--- src/rtl/data_bus_responder_if.sv ---
// Data-port bus between the datapath and the responder, plus the byte stream
// toward the external consumer of the output FIFO.
interface data_bus_responder_if;
  logic        MemWrite;
  logic [31:0] Addr;
  logic [31:0] WriteData;
  logic [31:0] ReadData;
  logic [7:0]  out_data;
  logic        out_valid;
  logic        out_ready;

  modport master (
    output MemWrite, Addr, WriteData, out_ready,
    input  ReadData, out_data, out_valid
  );

  modport slave (
    input  MemWrite, Addr, WriteData, out_ready,
    output ReadData, out_data, out_valid
  );
endinterface

--- src/rtl/data_bus_responder.sv ---
// Memory-side responder: word RAM, cycle counter, output byte FIFO and status
// register, decoded from the datapath's byte address with combinational reads.
module data_bus_responder #(
  parameter int RAM_WORDS  = 64,
  parameter int FIFO_DEPTH = 8
) (
  input  logic              clk,
  input  logic              rst,
  data_bus_responder_if.slave bus
);
  localparam int AW = $clog2(RAM_WORDS);
  localparam int PW = $clog2(FIFO_DEPTH);

  localparam logic [29:0] WA_FIFO = 30'h400;
  localparam logic [29:0] WA_STAT = 30'h401;
  localparam logic [29:0] WA_CNT  = 30'h402;

  // ---------------- address decode ----------------
  logic [29:0] wa;
  logic        sel_ram, sel_fifo, sel_stat, sel_cnt;
  logic        unused_addr_lsb;

  assign wa              = bus.Addr[31:2];
  assign unused_addr_lsb = ^bus.Addr[1:0];
  assign sel_ram  = (bus.Addr[31:AW+2] == '0);
  assign sel_fifo = (wa == WA_FIFO);
  assign sel_stat = (wa == WA_STAT);
  assign sel_cnt  = (wa == WA_CNT);

  // ---------------- RAM (no reset, contents undefined until written) ----------------
  logic [31:0] mem [RAM_WORDS];

  always_ff @(posedge clk) begin
    if (bus.MemWrite && sel_ram)
      mem[bus.Addr[AW+1:2]] <= bus.WriteData;
  end

  // ---------------- cycle counter ----------------
  logic [31:0] cnt;

  always_ff @(posedge clk or negedge rst) begin
    if (!rst)                        cnt <= '0;
    else if (bus.MemWrite && sel_cnt) cnt <= bus.WriteData;
    else                             cnt <= cnt + 32'd1;
  end

  // ---------------- output FIFO ----------------
  logic [7:0]    fbuf [FIFO_DEPTH];
  logic [PW-1:0] wr_ptr, rd_ptr;
  logic [PW:0]   count;
  logic          ovf;
  logic          full, empty, push, pop, push_ok, ovf_set, ovf_clr;

  assign full    = (count == FIFO_DEPTH[PW:0]);
  assign empty   = (count == '0);
  assign pop     = !empty && bus.out_ready;
  assign push    = bus.MemWrite && sel_fifo;
  // A full FIFO still takes a push when the head leaves in the same cycle.
  assign push_ok = push && (!full || pop);
  assign ovf_set = push && full && !pop;
  assign ovf_clr = bus.MemWrite && sel_stat && bus.WriteData[2];

  always_ff @(posedge clk) begin
    if (push_ok)
      fbuf[wr_ptr] <= bus.WriteData[7:0];
  end

  // Pointers wrap naturally since FIFO_DEPTH is a power of two.
  always_ff @(posedge clk or negedge rst) begin
    if (!rst) begin
      wr_ptr <= '0;
      rd_ptr <= '0;
      count  <= '0;
    end else begin
      if (push_ok) wr_ptr <= wr_ptr + 1'b1;
      if (pop)     rd_ptr <= rd_ptr + 1'b1;
      case ({push_ok, pop})
        2'b10:   count <= count + 1'b1;
        2'b01:   count <= count - 1'b1;
        default: count <= count;
      endcase
    end
  end

  // Set beats clear when both land on the same edge.
  always_ff @(posedge clk or negedge rst) begin
    if (!rst)         ovf <= 1'b0;
    else if (ovf_set) ovf <= 1'b1;
    else if (ovf_clr) ovf <= 1'b0;
  end

  // Gate the head with empty so reset shows zero without clearing storage.
  assign bus.out_valid = !empty;
  assign bus.out_data  = empty ? 8'h00 : fbuf[rd_ptr];

  // ---------------- read mux ----------------
  logic [31:0] status;

  assign status = {16'h0, 8'(count), 5'h0, ovf, empty, full};

  always_comb begin
    bus.ReadData = '0;
    if (sel_ram)       bus.ReadData = mem[bus.Addr[AW+1:2]];
    else if (sel_stat) bus.ReadData = status;
    else if (sel_cnt)  bus.ReadData = cnt;
  end
endmodule

--- src/flat_wrapper.sv ---
// flat-port wrapper written by rule: the top's interface ports become plain ports
module data_bus_responder_flat 
#(
  parameter int RAM_WORDS  = 64,
  parameter int FIFO_DEPTH = 8
)
  (clk, rst, bus_MemWrite, bus_Addr, bus_WriteData, bus_out_ready, bus_ReadData, bus_out_data, bus_out_valid);
  data_bus_responder_if bus_i ();
  input  logic clk;
  input  logic rst;
  input wire logic [$bits(bus_i.MemWrite)-1:0] bus_MemWrite;
  input wire logic [$bits(bus_i.Addr)-1:0] bus_Addr;
  input wire logic [$bits(bus_i.WriteData)-1:0] bus_WriteData;
  input wire logic [$bits(bus_i.out_ready)-1:0] bus_out_ready;
  output wire logic [$bits(bus_i.ReadData)-1:0] bus_ReadData;
  output wire logic [$bits(bus_i.out_data)-1:0] bus_out_data;
  output wire logic [$bits(bus_i.out_valid)-1:0] bus_out_valid;
  assign bus_i.MemWrite = bus_MemWrite;
  assign bus_i.Addr = bus_Addr;
  assign bus_i.WriteData = bus_WriteData;
  assign bus_i.out_ready = bus_out_ready;
  assign bus_ReadData = bus_i.ReadData;
  assign bus_out_data = bus_i.out_data;
  assign bus_out_valid = bus_i.out_valid;
  data_bus_responder #(.RAM_WORDS(RAM_WORDS), .FIFO_DEPTH(FIFO_DEPTH)) u_core (.clk(clk), .rst(rst), .bus(bus_i));
endmodule
--- config.mk ---
export PLATFORM = sky130hd
export DESIGN_NAME = data_bus_responder_flat
export DESIGN_NICKNAME = d
export VERILOG_FILES = /design/src/rtl/data_bus_responder_if.sv /design/src/rtl/data_bus_responder.sv /design/src/flat_wrapper.sv
export SDC_FILE = /design/constraint.sdc
export NUM_CORES = 2
export LEC_CHECK = 0
export ABC_CLOCK_PERIOD_IN_PS = 5200
export CAP_MARGIN = 20
export CORE_MARGIN = 3
export CORE_UTILIZATION = 30
export DETAILED_ROUTE_END_ITERATION = 16
export GPL_ROUTABILITY_DRIVEN = 1
export PLACE_DENSITY_LB_ADDON = 0.25
export SLEW_MARGIN = 20
export SYNTH_ARGS = -nofsm -noshare
export SYNTH_HDL_FRONTEND = slang
export SYNTH_SLANG_ARGS = --single-unit
--- constraint.sdc ---
create_clock -name clk -period 5.2 [get_ports clk]
set_clock_uncertainty 0.05 [all_clocks]
set_input_delay 1.04 -clock clk [delete_from_list [all_inputs] [get_ports clk]]
set_output_delay 1.04 -clock clk [all_outputs]
set_load 0.03 [all_outputs]
==> results.json <==
{
  "status": "complete, no violations",
  "crit_path_frequent_cell": "buf_4",
  "cts_num_sinks": 2155,
  "area_delta_synth_final_pct": 20.1,
  "post-route-min-period_ns": 5.08,
  "startpoint_type": "input port",
  "synth_edf_count": 2112,
  "setup_viol": 0,
  "synthMostInstantiatedCell": "edfxtp_1",
  "fp.dieW_um": 534,
  "ys_seq_area_frac": 0.770,
  "synth_warnings": 0,
  "nets": 5220,
  "leakage_nw": 32.4,
  "cts_root_buffer": "clkbuf_16",
  "antenna_found_initial": 21,
  "worst_setup_path_end_kind": "output pin",
  "tritoncts": "yes",
  "final-hold-violation-count": 0,
  "yosys-top-cells-count": "2112 x edfxtp_1, 413 x mux2i_1, 302 x a221oi_1",
  "stdcell_area_um2": 101000,
  "dp_hpwl_um": 164000,
  "cts_buffer_depth": 3,
  "cts-buffers-inserted": 215,
  "rows": 193,
  "placed_cell_area_um2": 93800,
  "synth_top_area_share": 0.757,
  "path_class": "in -> out",
  "nFillCells": 26000,
  "critPathMaxStageDelay_ns": 0.76,
  "clk_pin_slew_worst_paths_ns": 0.06,
  "port_buffers": 106,
  "fmax_mhz": 197,
  "cap_violations": 0,
  "ys_types": 77,
  "cp.buffers_inverters": 6,
  "cts_hold_buf": 0,
  "p_per_area_nw_per_um2": 362,
  "gp_congestion": 0.876,
  "via_per_inst": 5.36,
  "slowest_stage": "clkdlybuf4s50_1",
  "grt_start_max_net_pins": 76,
  "io_pins": 109,
  "r2r_start": "u_core.count[2]",
  "ys_top_cells_by_area": "edfxtp_1 76%, mux2i_1 4.9%, a221oi_1 3.2%",
  "grt_usage": 0.183,
  "die_h_um": 534,
  "floorplan.initialDensity": 0.302,
  "cts-htree-levels": 4,
  "finalPower_mw": 36.5,
  "ant_nets": 0,
  "max_slew_margin": 0.254,
  "route.detailed.drc": 0,
  "ys_async_sr_fraction": 0.0200,
  "grt_pass1_vias": 46600,
  "path_delay_family": "buffers and inverters",
  "worstSetupStartpoint": "bus_Addr[7]",
  "avgSynthCellArea_um2": 17.9,
  "drtPass1Iterations": 6,
  "drive_gt1_frac": 0.200,
  "yosys.area.top_type": "edfxtp_1",
  "synth_nets": 4763,
  "clkLatencyLatePin_ns": 0.86,
  "synthFlopType": "edfxtp_1",
  "wire_per_inst_um": 29.7,
  "tns_ns": 0,
  "vias": 48400,
  "synth_area_um2": 83700,
  "rsz0062_at_grt": "false",
  "crit_fanout": 8,
  "vdd_drop_max_mv": 0.326,
  "dp_slack_ns": 0.0604,
  "grt_pass1_wl_um": 373000,
  "drv_slew": 0,
  "die_area_um2": 286000,
  "hp-class": "in -> async",
  "coreArea_um2": 277000,
  "synth-seq-cells": 2155,
  "period_share": 0.976,
  "netlist_instances": 4689,
  "finalCoreUtilization": 0.363,
  "cp_cell_sequence": "clkdlybuf4s50_1 -> buf_4 -> nand3b_1 -> buf_4 -> o22ai_1 -> a211oi_1 -> buf_4 -> o211ai_1 -> buf_4 -> buf_12",
  "arrival_ns": 3.99,
  "worst_slew_pin_slew_ns": 1.12,
  "grt_overflow": 0,
  "fin_ws_ns": 0.123,
  "cp.required_ns": 4.11,
  "drt_iter0_drc": 5670,
  "totalWireLength_um": 269000
}
[state kept, by name, summed over array words and instances, names as in the netlist]
name and flops:
u_core.cnt 32, u_core.fbuf 64, u_core.count 4, u_core.ovf 1
u_core.rd_ptr 3, u_core.wr_ptr 3, u_core.mem 2048
[through the flow]
stage	std cells	hold slack (ns)
4_1_cts	9024	0.228
2_1_floorplan	4689	0.417
6_report	9031	0.272
3_5_place_dp	8631	0.452
5_1_grt	9027	0.271
3_3_place_gp	8630	0.452
[path summary, 6_finish.rpt]
| check | endpoint | slack, ns | depth (start not counted) |
|---|---|---|---|
| min reg2reg | u_core.ovf | 0.48 | 2 |
| min in group clk | u_core.mem[7][30] | 0.42 | 1 |
| max in group asynchronous | u_core.rd_ptr[0] | 4.31 | 2 |
| max reg2reg | u_core.count[3] | 1.91 | 12 |
| min | u_core.cnt[26] | 0.27 | 2 |
| max | bus_ReadData[25] | 0.12 | 10 |
[worst register-to-register path, stage by stage, from the launching register on]
cell and delay (ns):
dfrtp_1 0.44, or3_1 0.44, nor2_1 0.17, buf_4 0.26
inv_1 0.12, nand2_1 0.29, nor2b_1 0.18, ha_1 0.30
a21o_1 0.17, a21oi_1 0.31, nand4_1 0.16, a21o_1 0.21
o311ai_1 0.08
[area by class of cell]
type	instances	area (um^2)	share of cell area
flip-flops and latches	2155	64500	0.641
multi-input cells	2159	18200	0.181
repair buffers	582	6450	0.0641
clock buffers	276	5660	0.0563
well taps	3705	4640	0.0461
clock inverters	117	1050	0.0104
inverters	33	133	0.00132
diodes	4	10.0	0.0000995
[cells in the final DEF, fill, tap and decap left out, types with 11 or more instances in the layout]
cell type,instances
nor2_4,65
a22o_1,29
nand3_1,22
o221a_1,19
dfrtp_1,43
mux2_2,79
o2bb2ai_1,26
and2_1,27
buf_4,348
mux2i_1,413
clkbuf_1,57
a32o_1,23
o22a_1,99
and3_1,11
buf_12,164
o32ai_1,24
clkdlybuf4s50_1,38
o31ai_1,25
inv_1,30
o21ai_0,138
clkinv_2,29
clkinv_1,58
clkbuf_16,216
nand4_1,34
nand2_1,80
a22oi_1,130
xor2_1,20
o22ai_1,100
a21oi_1,108
bufinv_16,12
edfxtp_1,2112
xnor2_1,17
a221oi_1,302
buf_2,31
a221o_1,67
nor3_1,15
mux4_2,56
a31oi_1,14
nor2_1,100
[power by group]
group          internal, mW  switching [mW]  total, mW
Sequential             19.1          0.0365       19.1
Combinational         0.845            1.57       2.42
Clock                  8.28            6.66       14.9
[cells by family (layout without fill, tap and decap cells)]
| kind of cell | after synthesis | after routing | synth area share |
|---|---|---|---|
| compound gates | 1147 | 1147 | 0.105 |
| xor+xnor | 37 | 37 | 0.00387 |
| fa+ha+maj | 6 | 6 | 0.000986 |
| buf+inv | 375 | 1008 | 0.0199 |
| flops | 2155 | 2155 | 0.770 |
| mux | 549 | 549 | 0.0752 |
| other cells | 0 | 4 | 0 |
| simple gates | 420 | 420 | 0.0246 |
[layer usage]
metal	wire length (um)	GRT usage	vias to the layer above
met5	28	0	-
met4	6770	0.0438	6
met3	19000	0.0301	349
met2	126000	0.292	1883
met1	117000	0.260	25700
li1	-	-	20400
[what timing repair did]
item / CTS / global route
resized for setup: 0 / 2
setup endpoints to repair: 0 / 4
hold endpoints to repair: 0 / 0
setup buffers: 0 / 2
No activity file was read; power rests on OpenSTA's default activity.
